<file path="config.mk">
export PLATFORM = sky130hd
export DESIGN_NAME = float_div
export DESIGN_NICKNAME = d
export VERILOG_FILES = /design/src/rtl/float16_pkg.sv /design/src/rtl/float_div.sv
export SDC_FILE = /design/constraint.sdc
export NUM_CORES = 1
export LEC_CHECK = 0
export CORE_ASPECT_RATIO = 1.1
export CORE_MARGIN = 2
export CORE_UTILIZATION = 36
export CTS_CLUSTER_SIZE = 10
export DETAILED_ROUTE_END_ITERATION = 10
export GPL_TIMING_DRIVEN = 0
export PLACE_DENSITY = 0.68
export SYNTH_ARGS = -nofsm -noshare
export SYNTH_HDL_FRONTEND = slang
export SYNTH_SLANG_ARGS = --single-unit
</file>
<file path="constraint.sdc">
create_clock -name clk -period 2.4 [get_ports clk]
set_input_delay 0.48 -clock clk [delete_from_list [all_inputs] [get_ports clk]]
set_output_delay 0.48 -clock clk [all_outputs]
set_load 0.02 [all_outputs]
</file>
<file path="src/rtl/float16_pkg.sv">
// ============================================================================
// float16_pkg : shared half-precision constants and sequencer states
// Revision    : 1.0
// ============================================================================
`default_nettype none

package float16_pkg;

    localparam int BIAS  = 15;
    localparam int EXP_W = 5;
    localparam int MAN_W = 10;
    localparam int ITER  = 12;

    typedef enum logic [1:0] {
        IDLE = 2'd0,
        DIV  = 2'd1,
        NORM = 2'd2
    } state_e;

endpackage : float16_pkg

`default_nettype wire

</file>
<file path="src/rtl/float_div.sv">
// ============================================================================
// float_div : multi-cycle half-precision divider (restoring, truncating)
// Revision  : 1.0
// ============================================================================
`default_nettype none

module float_div
    import float16_pkg::*;
(
    input  logic        clk,
    input  logic        reset,
    input  logic        start,
    input  logic [15:0] floatA,
    input  logic [15:0] floatB,
    output logic        busy,
    output logic        done,
    output logic [15:0] quotient
);

    state_e             state_q, state_d;
    logic [3:0]         cnt_q, cnt_d;
    logic [11:0]        rem_q, rem_d;
    logic [11:0]        quo_q, quo_d;
    logic [MAN_W:0]     fb_q, fb_d;
    logic signed [6:0]  exp_q, exp_d;
    logic               sign_q, sign_d;
    logic               a_zero_q, a_zero_d;
    logic               b_zero_q, b_zero_d;
    logic [15:0]        quotient_q, quotient_d;
    logic               done_q, done_d;

    logic               w_ge;
    logic [11:0]        w_sub;
    logic signed [6:0]  w_norm_exp;
    logic [MAN_W-1:0]   w_man;
    logic [15:0]        w_sat;

    // One compare-subtract step; the shift drops the always-zero MSB.
    assign w_ge       = (rem_q >= {1'b0, fb_q});
    assign w_sub      = w_ge ? (rem_q - {1'b0, fb_q}) : rem_q;
    assign w_norm_exp = quo_q[11] ? exp_q : (exp_q - 7'sd1);
    assign w_man      = quo_q[11] ? quo_q[10:1] : quo_q[9:0];
    assign w_sat      = {sign_q, {EXP_W{1'b1}}, {MAN_W{1'b0}}};

    always_comb begin
        state_d    = state_q;
        cnt_d      = cnt_q;
        rem_d      = rem_q;
        quo_d      = quo_q;
        fb_d       = fb_q;
        exp_d      = exp_q;
        sign_d     = sign_q;
        a_zero_d   = a_zero_q;
        b_zero_d   = b_zero_q;
        quotient_d = quotient_q;
        done_d     = 1'b0;

        unique case (state_q)
            IDLE: begin
                if (start) begin
                    sign_d   = floatA[15] ^ floatB[15];
                    exp_d    = {2'b00, floatA[14:10]} - {2'b00, floatB[14:10]} + 7'(BIAS);
                    rem_d    = {1'b0, 1'b1, floatA[MAN_W-1:0]};
                    fb_d     = {1'b1, floatB[MAN_W-1:0]};
                    quo_d    = '0;
                    cnt_d    = '0;
                    a_zero_d = (floatA == 16'h0000);
                    b_zero_d = (floatB == 16'h0000);
                    state_d  = ((floatA == 16'h0000) || (floatB == 16'h0000)) ? NORM : DIV;
                end
            end
            DIV: begin
                rem_d = w_sub << 1;
                quo_d = {quo_q[10:0], w_ge};
                if (cnt_q == 4'(ITER - 1)) begin
                    state_d = NORM;
                end else begin
                    cnt_d = cnt_q + 4'd1;
                end
            end
            NORM: begin
                if (a_zero_q) begin
                    quotient_d = 16'h0000;
                end else if (b_zero_q) begin
                    quotient_d = w_sat;
                end else if (w_norm_exp < 7'sd0) begin
                    quotient_d = 16'h0000;
                end else if (w_norm_exp > 7'sd30) begin
                    quotient_d = w_sat;
                end else begin
                    quotient_d = {sign_q, w_norm_exp[EXP_W-1:0], w_man};
                end
                done_d  = 1'b1;
                state_d = IDLE;
            end
            default: state_d = IDLE;
        endcase
    end

    always_ff @(posedge clk or negedge reset) begin
        if (!reset) begin
            state_q    <= IDLE;
            cnt_q      <= '0;
            rem_q      <= '0;
            quo_q      <= '0;
            fb_q       <= '0;
            exp_q      <= '0;
            sign_q     <= 1'b0;
            a_zero_q   <= 1'b0;
            b_zero_q   <= 1'b0;
            quotient_q <= 16'h0000;
            done_q     <= 1'b0;
        end else begin
            state_q    <= state_d;
            cnt_q      <= cnt_d;
            rem_q      <= rem_d;
            quo_q      <= quo_d;
            fb_q       <= fb_d;
            exp_q      <= exp_d;
            sign_q     <= sign_d;
            a_zero_q   <= a_zero_d;
            b_zero_q   <= b_zero_d;
            quotient_q <= quotient_d;
            done_q     <= done_d;
        end
    end

    assign busy     = (state_q != IDLE);
    assign done     = done_q;
    assign quotient = quotient_q;

endmodule : float_div

`default_nettype wire

</file>
==> results.json, run 1 <==
{
  "status": "finished, final reports clean",
  "dp.cells": 660,
  "leakage_nw": 2.23,
  "fin_nets": 582,
  "cp-start-kind": "input port",
  "io_buffer_count": 52,
  "antenna_cells": 0,
  "end_kind": "register",
  "drcViolationCount": 0,
  "ys.flop_type": "dfrtp_1",
  "syn_area_um2": 4040,
  "period_share": 0.973,
  "avgSynthCellArea_um2": 8.77,
  "instances_no_fill": 678,
  "cts_sinks": 68,
  "antenna_found_initial": 0,
  "antenna_left": 0,
  "tns_ns": 0,
  "cts.reportedPaths.clkPinSlew_ns": 0.06,
  "drt-initial-drc-count": 170,
  "synth_top_cell_area_share": 0.421,
  "tightest_slew_ns": 0.868,
  "setup_viol": 0,
  "synth_edf_count": 0,
  "die_area_um2": 12100,
  "min_period_ns": 2.33,
  "wl_um": 10600,
  "cts_root_buf": "clkbuf_16",
  "fmax_ghz": 0.428,
  "core_area_um2": 10900,
  "slew_headroom": 0.421,
  "grt_pass1_vias": 3577,
  "timing.hold.ws_ns": 0.233,
  "required_ns": 2.61,
  "cp.arrival_ns": 2.54,
  "synth_cell_types": 54,
  "grt-ovfl-total": 0,
  "cts_buffers": 9,
  "path_class": "input port to register",
  "ioPinCount": 53,
  "path_max_fanout": 3,
  "ctsLongestPathBuffers": 2,
  "grt_pass1_wl_um": 17400,
  "finalMaxSlewViolations": 0,
  "syn-num-nets": 517,
  "place_area_um2": 4750,
  "hold_viol": 0,
  "core.rowCount": 40,
  "first_pass_iters": 4,
  "cap_violations": 0,
  "syn_inst": 461,
  "hp-class": "input port to asynchronous set/reset pin",
  "final_area_um2": 5220,
  "rrSetupSlack_ns": 0.12,
  "wire_per_inst_um": 15.7,
  "synthTopCellsByArea": "dfrtp_1 42%, nand2_1 8.5%, o21ai_1 6.1%, ha_1 5.9%, mux2i_1 4.2%",
  "syn2layout_area_growth_pct": 29.1,
  "postSynth.asyncResetShare": 1.00,
  "yosysSeqAreaShare": 0.421,
  "ys_ff_latch": 68,
  "yosysTopAreaCell": "dfrtp_1",
  "place_congestion": 0.940,
  "yosysWarnings": 0,
  "final.setup_skew_ns": 0.00943,
  "num-fill-cells": 1069,
  "via_count": 3569,
  "fp.dieW_um": 105,
  "vias_per_cell": 5.26,
  "fp.dieH_um": 115,
  "grt_max_degree": 69,
  "initial_utilization": 0.371,
  "track_usage": 0.184,
  "cts_tree": "built",
  "powerDensity_nw_per_um2": 1480,
  "h-tree-depth": 3,
  "insertion_delay_ns": 0.34,
  "drive_gt1_frac": 0.0979,
  "ir_worst_vdd_mv": 0.740,
  "dpl.hpwl_um": 7750
}
stage by stage:
step / total power, W / utilization / worst slack, ns
3_3_place_gp: 0.00575 / 0.436 / -1.37
2_1_floorplan: 0.00487 / - / 0.0454
4_1_cts: 0.00750 / 0.470 / -0.0147
6_report: 0.00770 / 0.478 / 0.0650
3_5_place_dp: 0.00591 / 0.435 / -0.676
5_1_grt: 0.00831 / 0.478 / -0.00865
critical path, cell delays in order:
cell           delay (ns)
dlygate4sd2_1        0.26
ha_2                 0.20
inv_1                0.05
fa_2                 0.38
xor2_4               0.18
nor3b_2              0.21
or4b_4               0.49
nand3_2              0.09
xnor2_1              0.12
o21ai_1              0.07
cell type report:
cell class	instances	area (µm²)	share of cell area
multi-input combinational	342	2250	0.430
sequential	68	1700	0.326
timing repair buffer	55	552	0.106
clock buffer	9	225	0.0431
tap	147	184	0.0352
buffer	23	110	0.0211
inverter	27	101	0.0194
clock inverter	7	98.8	0.0189
power breakdown:
| group | internal (W) | switching (W) |
|---|---|---|
| sequential | 0.00163 | 0.000346 |
| clock | 0.000917 | 0.000536 |
| combinational | 0.00186 | 0.00241 |
| total | 0.00441 | 0.00329 |
layer usage:
| layer | wire length [µm] | global-route usage | part of all wire |
|---|---|---|---|
| met5 | 0 | 0 | 0 |
| met4 | 215 | 0.0693 | 0.020 |
| met3 | 689 | 0.0471 | 0.065 |
| met2 | 5140 | 0.310 | 0.48 |
| met1 | 4590 | 0.228 | 0.43 |
placed cells by master (no fill, tap or decap), types with 4 or more instances in the layout:
cell / n
nand2_1: 92
dfrtp_1: 68
o21ai_1: 48
clkdlybuf4s50_1: 47
inv_1: 25
nor2_1: 25
clkbuf_1: 17
mux2i_1: 17
ha_1: 16
a21oi_1: 15
xnor2_1: 14
nor4_1: 11
nand2b_1: 9
clkbuf_16: 9
nand3_1: 7
xor2_1: 6
o21ai_0: 6
nor3_1: 5
o21a_1: 5
o211ai_1: 5
nand4_1: 4
o31a_1: 4
final timing paths:
path | to | depth (start not counted) | start
max | exp_q[5]$_DFFE_PN0P_ | 10 | floatB[10]
min | fb_q[4]$_DFFE_PN0P_ | 1 | reset
max reg2reg | rem_q[1]$_DFFE_PN0P_ | 10 | rem_q[0]$_DFFE_PN0P_
min reg2reg | fb_q[10]$_DFFE_PN0P_ | 2 | fb_q[10]$_DFFE_PN0P_
max in group asynchronous | rem_q[6]$_DFFE_PN0P_ | 1 | reset
min in group clk | fb_q[10]$_DFFE_PN0P_ | 2 | fb_q[10]$_DFFE_PN0P_
timing repair:
action | in CTS | in global routing
gates resized for setup | 12 | 16
pin swaps | 4 | 6
setup buffers | 1 | 2
gates cloned | 0 | 1
setup endpoints to repair | 12 | 19
hold buffers | 0 | 0
registers in the layout, indices dropped and copies added (netlist names):
name      flops
quo_q        12
b_zero_q      1
fb_q         11
rem_q        12
sign_q        1
done          1
a_zero_q      1
exp_q         7
cnt_q         4
state_q       2
quotient     16
synth_stat cells (all sizes together) (3+ instances only):
master   n
buf      7
xor2     7
nor2    26
nand2   92
a31oi    3
a21oi   15
o21a     5
ha      19
nand4    4
a211oi   3
inv     27
o31a     4
nand2b  10
xnor2   14
nor2b    3
nand3    8
o211ai   5
a32oi    3
nor4    11
nor3     7
dfrtp   68
o21ai   56
clkbuf  18
mux2i   17
kinds of logic after synthesis:
kind of cell | count (synthesis) | share of synthesized area
AOI/OAI and AO/OA | 109 | 0.169
xor gates and xnor gates | 21 | 0.0455
adders and majority gates | 21 | 0.0687
buffers and inverters | 52 | 0.0545
DFF | 68 | 0.421
muxes | 18 | 0.0449
and+or+nand+nor | 172 | 0.197
Power figures use the tool's default switching activity.
==> run 2: changes to the inputs <==
--- a/config.mk
+++ b/config.mk
@@ -11,7 +11,7 @@
 export CTS_CLUSTER_SIZE = 10
 export DETAILED_ROUTE_END_ITERATION = 10
 export GPL_TIMING_DRIVEN = 0
-export PLACE_DENSITY = 0.68
+export PLACE_DENSITY = 0.66
 export SYNTH_ARGS = -nofsm -noshare
 export SYNTH_HDL_FRONTEND = slang
 export SYNTH_SLANG_ARGS = --single-unit
==> constraint.sdc (replaced) <==
create_clock -name clk -period 2.2 [get_ports clk]
set_input_delay 0.44 -clock clk [delete_from_list [all_inputs] [get_ports clk]]
set_output_delay 0.44 -clock clk [all_outputs]
set_load 0.02 [all_outputs]
==> run 2 against run 1 <==
- the flow now finishes with violations (negative setup slack)
- die area did not move
- final cell count rose by 2.4%
- worst setup slack got worse by 0.12 ns
- sequential cell count did not move
- utilization rose by 3.0 points
- largest power group unchanged
- highest routed layer unchanged
==> results.json, run 2 (synthesized netlist as in run 1, its figures left out) <==
{
  "core.rowCount": 40,
  "grt_max_degree": 69,
  "drive_gt1_frac": 0.185,
  "h-tree-depth": 3,
  "cpPeakStageDelay_ns": 0.40,
  "antenna_found_initial": 0,
  "finalMaxSlewViolations": 0,
  "fin_nets": 598,
  "cp.arrival_ns": 2.47,
  "drt-initial-drc-count": 220,
  "place_congestion": 0.851,
  "layout_commonest_cell": "nand2_1",
  "crit_slowest_cell": "dfrtp_1",
  "hold_viol": 0,
  "path_cells": "ha_2 -> fa_2 -> nand2b_4 -> a211oi_4 -> o221ai_2 -> nor2b_4 -> buf_12 -> mux2i_1 -> o21a_1",
  "period_share": 1.02,
  "hp-class": "input port to asynchronous set/reset pin",
  "syn2layout_area_growth_pct": 37.3,
  "cap_violations": 0,
  "num-fill-cells": 1067,
  "fmax_ghz": 0.444,
  "track_usage": 0.176,
  "fp.dieH_um": 115,
  "largest_reg_flops": 16,
  "cts_tree": "built",
  "via_count": 3616,
  "antenna_cells": 0,
  "status": "finished with violations",
  "min_period_ns": 2.25,
  "instances_no_fill": 694,
  "initial_utilization": 0.371,
  "slew_headroom": 0.427,
  "most-common-layout-cells": "92 x nand2_1, 66 x dfrtp_1, 45 x clkdlybuf4s50_1",
  "powerDensity_nw_per_um2": 1610,
  "setup_ws_ns": -0.0516,
  "vias_per_cell": 5.21,
  "grt-ovfl-total": 0,
  "grt_pass1_wl_um": 16900,
  "core_area_um2": 10900,
  "total_power_w": 0.00891,
  "wl_um": 10800,
  "final.setup_skew_ns": 0.00625,
  "tightest_slew_ns": 0.859,
  "die_area_um2": 12100,
  "violations": "negative setup slack",
  "io_buffer_count": 52,
  "dp.cells": 660,
  "rsz0062_at_grt": "yes",
  "wire_per_inst_um": 15.6,
  "drcViolationCount": 0,
  "fp.dieW_um": 105,
  "dpl.hpwl_um": 7550,
  "cts_sinks": 68,
  "end_kind": "register",
  "antenna_left": 0,
  "grt_pass1_vias": 3457,
  "cp-start-kind": "register",
  "ioPinCount": 53,
  "leakage_nw": 2.38,
  "ir_worst_vdd_mv": 0.843,
  "setup_viol": 9,
  "insertion_delay_ns": 0.33,
  "path_class": "register to register",
  "ctsLongestPathBuffers": 2,
  "cts_buffers": 9,
  "cts.reportedPaths.clkPinSlew_ns": 0.06,
  "required_ns": 2.42,
  "cts_root_buf": "clkbuf_16",
  "path_max_fanout": 4,
  "first_pass_iters": 6
}
[run 2: worst paths after layout]
check,from,to,slack [ns],cells past startpoint
worst max-delay path,fb_q[0]$_DFFE_PN0P_,rem_q[2]$_DFFE_PN0P_,-0.05,9
worst min-delay path,reset,fb_q[9]$_DFFE_PN0P_,0.19,1
worst max register to register,fb_q[0]$_DFFE_PN0P_,rem_q[2]$_DFFE_PN0P_,-0.05,9
worst min register to register,fb_q[10]$_DFFE_PN0P_,fb_q[10]$_DFFE_PN0P_,0.46,2
max in group asynchronous,reset,exp_q[0]$_DFFE_PN0P_,1.37,1
min in group clk,fb_q[10]$_DFFE_PN0P_,fb_q[10]$_DFFE_PN0P_,0.46,2
[run 2: area by class of cell]
cell class / instances / area [µm²] / area share
inverters: 27 / 116 / 0.0210
clock buffers: 12 / 256 / 0.0462
clock inverters: 4 / 47.5 / 0.00857
plain buffers: 22 / 109 / 0.0196
flip-flops and latches: 68 / 1700 / 0.307
well taps: 147 / 184 / 0.0331
repair buffers: 73 / 751 / 0.135
multi-input cells: 341 / 2380 / 0.429
[run 2: critical path: cells and delay by family, from the launching register on]
kind | cells | cell delay (ns)
muxes | 1 | 0.11
adders and majority gates | 2 | 0.55
DFF | 1 | 0.40
and+or+nand+nor | 2 | 0.35
AOI/OAI and AO/OA | 3 | 0.59
buffers and inverters | 1 | 0.15
[run 2: routing by layer]
metal	wire, µm	track usage	up-vias	part of all wire
met5	0	0	-	0
met4	147	0.0667	0	0.014
met3	603	0.0329	15	0.056
met2	5340	0.292	107	0.49
met1	4750	0.230	1740	0.44
li1	-	-	1754	-
[run 2: repair_timing]
item	4_1_cts	5_1_grt
hold buffers	0	0
gates resized for setup	11	66
setup buffers	6	13
pin swaps	11	29
cloned	0	2
endpoints found under the setup margin	24	41
[run 2: per-stage QoR]
stage	worst slack, ns	TNS (ns)	utilization	hold slack (ns)	area (µm²)
floorplan	-0.0722	-0.111	-	0.144	4100
global placement	-1.54	-111.09	0.441	0.434	4810
detailed placement	-0.866	-7.86	0.440	0.447	4800
CTS	-0.128	-1.14	0.475	0.253	5180
global route	-0.140	-1.85	0.509	0.288	5550
finish	-0.0516	-0.369	0.509	0.191	5550
[run 2: report_power, final]
group	internal, W	switching, W	total, W
logic	0.00245	0.00282	0.00527
registers	0.00178	0.000398	0.00218
clock network	0.000935	0.000522	0.00146
total	0.00517	0.00374	0.00891
